[src/rtl/morse_trainer_controller.sv]
// morse_trainer_controller: round sequencer for the Morse trainer.
// Picks pseudo-random target letters A-Z, clears the decode path before
// each attempt, grades a decoded letter or an inactivity timeout, and
// keeps the score for one round of ROUND_LEN attempts.
// Ports:
//   clock, reset         system clock, synchronous active-high reset
//   start                begin a round (honoured in IDLE or DONE)
//   button               raw key level, activity indicator for timeout
//   letter_done          decoder letter-complete level (edge-detected)
//   ascii_char           decoded character, valid with letter_done
//   target_char          current target letter, 0 when idle/done
//   decoder_clear        one-cycle reset pulse for the decode path
//   result_valid         one-cycle pulse per graded attempt
//   result_correct       last grade was correct (held)
//   result_timeout       last attempt timed out (held)
//   correct_count        correct attempts this round
//   attempt_count        graded attempts this round
//   round_done           high while the round is finished
//   streak, best_streak  run of correct answers (optional feature)
// Optional feature macro: MORSE_TRAINER_STREAK_EN enables the streak
// and best_streak tracking; when undefined both outputs are tied to 0.
module morse_trainer_controller #(
   parameter int unsigned ROUND_LEN     = 10,
   parameter int unsigned TIMEOUT_TICKS = 100,
   parameter int unsigned RESULT_HOLD   = 20
) (
   input  logic       clock,
   input  logic       reset,
   input  logic       start,
   input  logic       button,
   input  logic       letter_done,
   input  logic [7:0] ascii_char,
   output logic [7:0] target_char,
   output logic       decoder_clear,
   output logic       result_valid,
   output logic       result_correct,
   output logic       result_timeout,
   output logic [7:0] correct_count,
   output logic [7:0] attempt_count,
   output logic       round_done,
   output logic [7:0] streak,
   output logic [7:0] best_streak
);

   typedef enum logic [2:0] {
      IDLE, PICK, WAIT, CHECK, SHOW, DONE
   } state_t;

   localparam logic [15:0] T_LAST = 16'(TIMEOUT_TICKS - 1);
   localparam logic [7:0]  H_LAST = 8'(RESULT_HOLD - 1);
   localparam logic [7:0]  R_LEN  = 8'(ROUND_LEN);

   state_t      state;
   logic [7:0]  lfsr;
   logic        ld_q;
   logic [15:0] tcnt;
   logic [7:0]  hold;
   logic [7:0]  cap;
   logic        to_q;

   logic        rise;
   logic        fb;
   logic        hit;
   logic [4:0]  v;
   logic [4:0]  idx;

   assign rise = letter_done & ~ld_q;
   assign fb   = lfsr[7] ^ lfsr[5] ^ lfsr[4] ^ lfsr[3];
   assign v    = lfsr[4:0];
   // Fold 26..31 back onto 0..5 so every code maps to A-Z.
   assign idx  = (v >= 5'd26) ? v - 5'd26 : v;
   assign hit  = ~to_q & (cap == target_char);

`ifdef MORSE_TRAINER_STREAK_EN
   logic [7:0] s_inc;
   assign s_inc = streak + 8'd1;
`else
   assign streak      = '0;
   assign best_streak = '0;
`endif

   always_ff @(posedge clock) begin
      if (reset) begin
         state          <= IDLE;
         lfsr           <= 8'hA5;
         ld_q           <= 1'b0;
         tcnt           <= '0;
         hold           <= '0;
         cap            <= '0;
         to_q           <= 1'b0;
         target_char    <= '0;
         decoder_clear  <= 1'b0;
         result_valid   <= 1'b0;
         result_correct <= 1'b0;
         result_timeout <= 1'b0;
         correct_count  <= '0;
         attempt_count  <= '0;
         round_done     <= 1'b0;
`ifdef MORSE_TRAINER_STREAK_EN
         streak         <= '0;
         best_streak    <= '0;
`endif
      end else begin
         // Free-running so the user's timing randomises targets.
         lfsr          <= {lfsr[6:0], fb};
         ld_q          <= letter_done;
         decoder_clear <= 1'b0;
         result_valid  <= 1'b0;
         unique case (state)
            IDLE, DONE: begin
               if (start) begin
                  state          <= PICK;
                  correct_count  <= '0;
                  attempt_count  <= '0;
                  result_correct <= 1'b0;
                  result_timeout <= 1'b0;
                  round_done     <= 1'b0;
`ifdef MORSE_TRAINER_STREAK_EN
                  streak         <= '0;
                  best_streak    <= '0;
`endif
               end
            end
            PICK: begin
               target_char   <= 8'h41 + {3'b000, idx};
               decoder_clear <= 1'b1;
               tcnt          <= '0;
               state         <= WAIT;
            end
            WAIT: begin
               // A letter beats a timeout landing in the same cycle.
               if (rise) begin
                  cap   <= ascii_char;
                  to_q  <= 1'b0;
                  state <= CHECK;
               end else if (button) begin
                  tcnt <= '0;
               end else if (tcnt == T_LAST) begin
                  to_q  <= 1'b1;
                  state <= CHECK;
               end else begin
                  tcnt <= tcnt + 16'd1;
               end
            end
            CHECK: begin
               result_valid   <= 1'b1;
               result_correct <= hit;
               result_timeout <= to_q;
               attempt_count  <= attempt_count + 8'd1;
               if (hit) correct_count <= correct_count + 8'd1;
`ifdef MORSE_TRAINER_STREAK_EN
               if (hit) begin
                  streak <= s_inc;
                  if (s_inc > best_streak) best_streak <= s_inc;
               end else begin
                  streak <= '0;
               end
`endif
               hold  <= '0;
               state <= SHOW;
            end
            SHOW: begin
               if (hold == H_LAST) begin
                  if (attempt_count == R_LEN) begin
                     state       <= DONE;
                     round_done  <= 1'b1;
                     target_char <= '0;
                  end else begin
                     state <= PICK;
                  end
               end else begin
                  hold <= hold + 8'd1;
               end
            end
            default: state <= IDLE;
         endcase
      end
   end

endmodule

[config.mk]
export PLATFORM = sky130hd
export DESIGN_NAME = morse_trainer_controller
export DESIGN_NICKNAME = d
export VERILOG_FILES = /design/src/rtl/morse_trainer_controller.sv
export SDC_FILE = /design/constraint.sdc
export NUM_CORES = 1
export LEC_CHECK = 0
export CORE_UTILIZATION = 25
export DETAILED_ROUTE_END_ITERATION = 6
export GPL_TIMING_DRIVEN = 0
export PLACE_DENSITY_LB_ADDON = 0.08
export SYNTH_ARGS = -nofsm -noshare
export SYNTH_HDL_FRONTEND = slang
export SYNTH_SLANG_ARGS = --single-unit
export TNS_END_PERCENT = 10
[constraint.sdc]
create_clock -name clock -period 1.9 [get_ports clock]
set_input_delay 0.19 -clock clock [delete_from_list [all_inputs] [get_ports clock]]
set_output_delay 0.19 -clock clock [all_outputs]
set_load 0.005 [all_outputs]
==> key figures, run 1 <==
Clock network
  – TritonCTS clock tree: yes
  – H-tree Lvls: 3
  – CTS Root Cell: clkbuf_16
  – Clk slew on worst S/H paths: 0.06 ns
  – Clk Latency, worst-skew pair: 0.34 ns
  – TritonCTS Buffers: 9
  – CTS max path bufs: 2
  – Sink Count: 73

Timing
  – Fmax: 545.5 MHz
  – Slew Limit Fails: 0
  – Unrepaired setup endpoints after global routing: true
  – Relative slew margins: 0.6043
  – Crit share post-route: 0.9648
  – Setup TNS Final: 0 ns
  – Post-layout min period: 1.833 ns
  – Final hold violation count: 0
  – Final worst setup slack: 0.06693 ns
  – Layout Skew: 0.005082 ns
  – Final-report setup violation count: 0
  – Slew @ Worst Pin: 0.5935 ns

Pwr
  – VDD IR max: 0.4138 mV
  – Overall power: 0.004503 W
  – Pwr Density: 914.4 nW/um^2
  – LEAKAGE: 1.870 nW

Global route
  – First-pass GRT wire length: 15150 microns
  – Vias in the first global route: 3042
  – Total GRT Usage: 0.1331
  – Grt ovf: 0
  – Antenna violations before repair: 0
  – Largest net degree at the start of global routing: 12

Worst hold path
  – Hold Path Stages: 1
  – Hold endpoint: lfsr[7]$_SDFF_PP1_
  – Hold Path Class: reg -> reg
  – Hold path start: lfsr[6]$_SDFF_PP0_

Layout
  – Final instance area: 4925 sq um
  – Area delta synth->final: 36.10%
  – Share of layout cells above drive strength 1: 0.1943
  – Fill cells: 1464
  – Antenna cells: 0
  – Net count, final: 506
  – Layout Utilization: 0.3521

Synthesis
  – Post-synth EDFFs: 0
  – Number of distinct library cells after synthesis: 57
  – FFs w/ async S/R, synth: 0
  – Yosys warns: 0
  – Syn avg cell area: 8.761 sq um
  – Seq/Total Area, Yosys: 0.4039
  – Gate Count Post-Synth: 413
  – Top FF cell, synth: dfxtp_1
  – Flip-flop and latch count after synthesis: 73
  – Area of the mapped netlist: 3618 sq um

Die
  – Initial core utilization: 0.2587
  – IO Pins: 58
  – Die ar.: 14960 sq um
  – Die X: 122.3 microns
  – Core ar.: 13990 sq um
  – Die Y: 122.3 microns
  – Placement row count: 43

Critical path
  – CP arrival: 2.11 ns
  – CP max stage delay: 0.53 ns
  – CP cell instances: and4_1 > nand2_1 > or4_4 > or3_4 > a21oi_2
  – Worst R2R Path Depth: 5
  – FF-to-FF setup slack: 0.07 ns
  – Crit path launch type: flop
  – Worst setup path start: tcnt[7]$_SDFFE_PP0P_
  – Crit Path Category: reg -> reg
  – Crit Reg-Reg Startpoint: tcnt[7]$_SDFFE_PP0P_
  – CP endpoint kind: flop
  – Worst EP required: 2.18 ns
  – Crit path max fanout: 6
  – R2r endpoint: tcnt[15]$_SDFFE_PP0P_
  – Slowest CP cell: or4_4

Detailed routing
  – Final wirelength: 9305 microns
  – Initial drt markers: 127
  – Via count: 3136
  – DRC: 0
  – Via-to-Cell Ratio: 4.688
  – Drt pass-1 iters: 4
  – Final ANT Viol Nets: 0
  – Avg WL per Cell: 13.91 microns

Run
  – Max_cap viols: 0

Place
  – Placed Instance Area: 4304 sq um
  – Post-Place Worst Slack: -0.3708 ns
  – Dpl hpwl: 6569 microns
  – GPL Wtd Cong: 0.7642
  – Buffers on Ports: 40

Run status
  – Run status: finished clean
## routing by layer
metal | track usage | part of all wire | vias up
met1 | 0.1633 | 0.48 | 1486
met5 | 0 | 0 | -
met3 | 0.04926 | 0.042 | 8
met2 | 0.2159 | 0.47 | 54
li1 | - | - | 1588
met4 | 0.03887 | 0.011 | 0
## Yosys cell counts, drive strengths merged (2+ instances only)
master | instances | area share
dfxtp | 73 | 0.40
nor2 | 51 | 0.053
buf | 25 | 0.047
nand2 | 23 | 0.024
nand3 | 20 | 0.031
a21oi | 19 | 0.026
xor2 | 18 | 0.044
o21ai | 14 | 0.019
nor3 | 13 | 0.021
xnor2 | 11 | 0.027
nand4 | 10 | 0.019
clkbuf | 9 | 0.0093
mux2i | 9 | 0.025
nand2b | 9 | 0.016
nand3b | 9 | 0.022
a31oi | 7 | 0.014
ha | 7 | 0.024
inv | 7 | 0.0073
nor4 | 7 | 0.012
and3 | 6 | 0.010
nor2b | 6 | 0.010
a21o | 4 | 0.0083
a22o | 4 | 0.0097
and4 | 4 | 0.0097
nor4b | 4 | 0.0097
or2 | 4 | 0.0069
or3 | 4 | 0.0069
a211oi | 3 | 0.0062
and2 | 3 | 0.0052
o31ai | 3 | 0.0062
or4 | 3 | 0.0073
a311oi | 2 | 0.0048
a41oi | 2 | 0.0048
mux2 | 2 | 0.0062
nand4b | 2 | 0.0048
nor3b | 2 | 0.0041
nor4bb | 2 | 0.0055
o21a | 2 | 0.0041
or3b | 2 | 0.0048
## worst max path at each step
stage	end	slack (ns)	cells after the start
2_1_floorplan	tcnt[15]$_SDFFE_PP0P_	0.09	6
3_3_place_gp	target_char[3]$_SDFFE_PP0P_	-0.38	6
3_5_place_dp	target_char[3]$_SDFFE_PP0P_	-0.37	6
4_1_cts	tcnt[15]$_SDFFE_PP0P_	-0.03	6
5_1_grt	target_char[3]$_SDFFE_PP0P_	-0.03	7
6_report	tcnt[15]$_SDFFE_PP0P_	0.07	5
## worst max-delay path, delay by kind of cell, from the launching register on
kind / cells / cell delay [ns]
AOI/OAI and AO/OA: 1 / 0.12
and+or+nand+nor: 4 / 1.22
DFF: 1 / 0.43
## area by class of cell
| class | instances | area [sq um] | share of cell area |
|---|---|---|---|
| inverter | 7 | 26.28 | 0.005335 |
| timing repair buffer | 46 | 445.4 | 0.09045 |
| buffer | 34 | 227.7 | 0.04624 |
| tap | 180 | 225.2 | 0.04573 |
| multi-input combinational | 315 | 2190 | 0.4446 |
| sequential | 73 | 1478 | 0.3001 |
| clock buffer | 11 | 242.7 | 0.04929 |
| clock inverter | 3 | 90.09 | 0.01829 |
## flip-flops by register name, summed over array words and instances, names as in the netlist
register and cells:
result_correct 1, result_valid 1, result_timeout 1, correct_count 8
round_done 1, tcnt 16, cap 8, state 3
hold 8, attempt_count 8, decoder_clear 1, lfsr 8
target_char 7, ld_q 1, to_q 1
## where the power goes
group | total (W) | internal (W) | switching (W)
combinational | 0.000846 | 0.000384 | 0.000462
clock | 0.00196 | 0.00130 | 0.000657
sequential | 0.00170 | 0.00161 | 0.0000807
total | 0.00450 | 0.00330 | 0.00120
## timing repair
item / in CTS / in global routing
cloned: 0 / 0
endpoints found under the setup margin: 45 / 31
hold endpoints to repair: 0 / 0
setup buffers: 1 / 5
resized for setup: 26 / 40
hold buffers: 0 / 0
pin swaps: 4 / 10
## logic make-up (layout without fill, tap and decap cells)
| kind of cell | Yosys count | count (layout) | synth area share |
|---|---|---|---|
| compound gates | 65 | 65 | 0.1172 |
| simple gates | 186 | 186 | 0.2887 |
| xor+xnor | 29 | 29 | 0.07019 |
| other cells | 1 | 17 | 0.001036 |
| flops | 73 | 73 | 0.4039 |
| fa+ha+maj | 7 | 7 | 0.02420 |
| mux | 11 | 11 | 0.03112 |
| buf+inv | 41 | 101 | 0.06362 |
## through the flow
step | cells | hold WS [ns]
finish | 669 | 0.4087
floorplan | 429 | 0.3016
global placement | 649 | 0.4048
global route | 669 | 0.4152
detailed placement | 649 | 0.3939
CTS | 664 | 0.4096
## layout by cell type, fill, tap and decap left out, types with 4 or more instances in the layout
cell / count
nor2b_1: 5
clkdlybuf4s50_1: 40
and3_1: 6
nand3_1: 19
inv_1: 7
o21ai_0: 8
o21ai_1: 5
nand4_1: 9
xnor2_1: 11
nor3_4: 4
buf_4: 26
a21o_1: 4
clkbuf_16: 9
a22o_1: 4
conb_1: 17
or2_2: 4
clkbuf_1: 9
nand2b_1: 7
ha_1: 4
nor3_1: 9
a21oi_1: 16
a31oi_1: 5
mux2i_1: 9
nor2_1: 49
dfxtp_2: 7
dfxtp_1: 64
nand2_1: 23
nand3b_1: 8
xor2_1: 18
nor4_1: 6
Power figures use the tool's default switching activity.
==> inputs of run 2 (changes only) <==
--- a/config.mk
+++ b/config.mk
@@ -7,2 +7,3 @@
 export LEC_CHECK = 0
+export CORE_MARGIN = 2
 export CORE_UTILIZATION = 25
--- a/constraint.sdc
+++ b/constraint.sdc
@@ -3,2 +3,2 @@
 set_output_delay 0.19 -clock clock [all_outputs]
-set_load 0.005 [all_outputs]
+set_load 0.05 [all_outputs]
==> run 2 against run 1 <==
The run now ends with setup timing left. Sequential share of layout area grew 0.32 points. Sequential cell count unchanged. Combinational power rose by 22%. First-iteration DRC count rose by 46%. Global-route usage shrank 0.65 points. Maximum frequency shrank 4.6%. Power up 0.71%. Clock skew is 0.00099 ns higher. Routed wire length is 1.8% higher. Sequential power barely moved. Setup slack got worse by 0.088 ns. Die area grew 3.3%. Critical path type unchanged. Highest routed layer unchanged.
==> key figures, run 2 (same netlist as run 1, synthesis figures left out) <==
Pwr
  – Pwr Density: 933.0 nW/um^2
  – VDD IR max: 0.4030 mV
  – LEAKAGE: 1.856 nW

Clock network
  – Sink Count: 73
  – Clk slew on worst S/H paths: 0.06 ns
  – H-tree Lvls: 3
  – CTS Root Cell: clkbuf_16
  – CTS max path bufs: 2
  – TritonCTS clock tree: yes
  – Clk Latency, worst-skew pair: 0.34 ns
  – TritonCTS Buffers: 9

Timing
  – Crit share post-route: 1.011
  – Layout Skew: 0.006073 ns
  – Fmax: 520.5 MHz
  – Final-report setup violation count: 1
  – Slew @ Worst Pin: 0.6542 ns
  – Unrepaired setup endpoints after global routing: true
  – Final worst setup slack: -0.02114 ns
  – WHS: 0.4137 ns
  – Final hold violation count: 0
  – Slew Limit Fails: 0
  – Relative slew margins: 0.5639
  – Post-layout min period: 1.921 ns

Critical path
  – Worst R2R Path Depth: 6
  – CP endpoint kind: flop
  – R2r endpoint: tcnt[15]$_SDFFE_PP0P_
  – Crit path max fanout: 9
  – Crit Path Category: reg -> reg
  – FF-to-FF setup slack: -0.02 ns
  – Worst EP required: 2.17 ns
  – CP arrival: 2.19 ns
  – Crit Reg-Reg Startpoint: state[0]$_SDFFE_PP0P_
  – Crit path launch type: flop

Worst hold path
  – Hold endpoint: lfsr[7]$_SDFF_PP1_
  – Hold path start: lfsr[6]$_SDFF_PP0_
  – Hold Path Stages: 1
  – Hold Path Class: reg -> reg

Global route
  – Total GRT Usage: 0.1266
  – Vias in the first global route: 3074
  – Antenna violations before repair: 0
  – Largest net degree at the start of global routing: 13
  – Grt ovf: 0
  – First-pass GRT wire length: 15740 microns

Layout
  – Max reg flops: 16
  – Layout Utilization: 0.3475
  – Net count, final: 505
  – Fill cells: 1500
  – Share of layout cells above drive strength 1: 0.1796
  – Layout Cells excl Fill: 670
  – Biggest register: tcnt
  – Commonest non-fill, non-tap cell in the layout: dfxtp_1
  – Antenna cells: 0
  – Most frequent cells in the layout: dfxtp_1 (63), nor2_1 (49), clkdlybuf4s50_1 (39)
  – Area delta synth->final: 34.34%

Detailed routing
  – Via count: 3137
  – DRC: 0
  – Via-to-Cell Ratio: 4.682
  – Final ANT Viol Nets: 0
  – Initial drt markers: 185
  – Final wirelength: 9476 microns
  – Drt pass-1 iters: 4
  – Avg WL per Cell: 14.14 microns

Die
  – IO Pins: 58
  – Placement row count: 43
  – Initial core utilization: 0.2587
  – Die ar.: 15450 sq um
  – Core ar.: 13990 sq um
  – Die Y: 124.3 microns
  – Die X: 124.3 microns

Place
  – Post-Place Worst Slack: -0.3553 ns
  – Cells after DPL: 649
  – GPL Wtd Cong: 0.7672
  – Dpl hpwl: 6738 microns
  – Buffers on Ports: 40

Run
  – Max_cap viols: 0

Run status
  – Run status: complete, but fails checks
  – Failing checks: setup timing
==> run 2: per-stage QoR <==
stage | instance area [sq um] | setup TNS, ns | power [W]
floorplan | 3685 | -0.008886 | 0.002349
global placement | 4310 | -11.31 | 0.002601
detailed placement | 4310 | -11.69 | 0.002595
CTS | 4770 | -0.007163 | 0.004545
global route | 4861 | -0.5057 | 0.004764
finish | 4861 | -0.02114 | 0.004535
==> run 2: area by class of cell <==
cell class | instances | area [sq um] | area share
buffer | 33 | 222.7 | 0.04582
clock buffer | 11 | 232.7 | 0.04788
sequential | 73 | 1474 | 0.3032
multi-input combinational | 316 | 2160 | 0.4443
timing repair buffer | 45 | 440.4 | 0.09060
tap | 180 | 225.2 | 0.04633
inverter | 7 | 26.28 | 0.005405
clock inverter | 5 | 80.08 | 0.01647
==> run 2: repair_timing <==
action,CTS,global route
resized for setup,26,26
pin swaps,5,6
buffers inserted,3,2
hold buffers,0,0
gates cloned,1,0
setup endpoints to repair,37,43
==> run 2: routing by layer <==
metal	up-vias	global-route usage	wire length [microns]	part of all wire
met3	12	0.04381	351	0.037
met1	1472	0.1629	4623	0.49
met2	61	0.1993	4356	0.46
met4	0	0.03966	145	0.015
li1	1592	-	-	-
met5	-	0	0	0
==> run 2: critical path, cell delays in order, from the launching register on <==
cell and delay (ns):
dfxtp_2 0.35, nand2b_4 0.15, o21a_1 0.17, buf_6 0.14, or4_4 0.53, or3_4 0.38
a21oi_2 0.13
==> run 2: power breakdown <==
group	internal, W	total, W	switching, W
Clock	0.00115	0.00181	0.000662
Combinational	0.000391	0.00103	0.000638
Sequential	0.00161	0.00170	0.0000815
Total	0.00315	0.00454	0.00138
==> run 2: how the worst max path moves through the flow <==
stage / startpoint / end / slack (ns) / cells after the start
2_1_floorplan: target_char[6]$_SDFFE_PP0P_ / correct_count[6]$_SDFFE_PP0P_ / -0.009 / 5
3_3_place_gp: hold[0]$_SDFFE_PP0P_ / target_char[3]$_SDFFE_PP0P_ / -0.37 / 6
3_5_place_dp: letter_done / tcnt[3]$_SDFFE_PP0P_ / -0.36 / 8
4_1_cts: state[2]$_SDFFE_PP0P_ / correct_count[6]$_SDFFE_PP0P_ / -0.005 / 6
5_1_grt: lfsr[1]$_SDFF_PP0_ / target_char[4]$_SDFFE_PP0P_ / -0.12 / 8
6_report: state[0]$_SDFFE_PP0P_ / tcnt[15]$_SDFFE_PP0P_ / -0.02 / 6
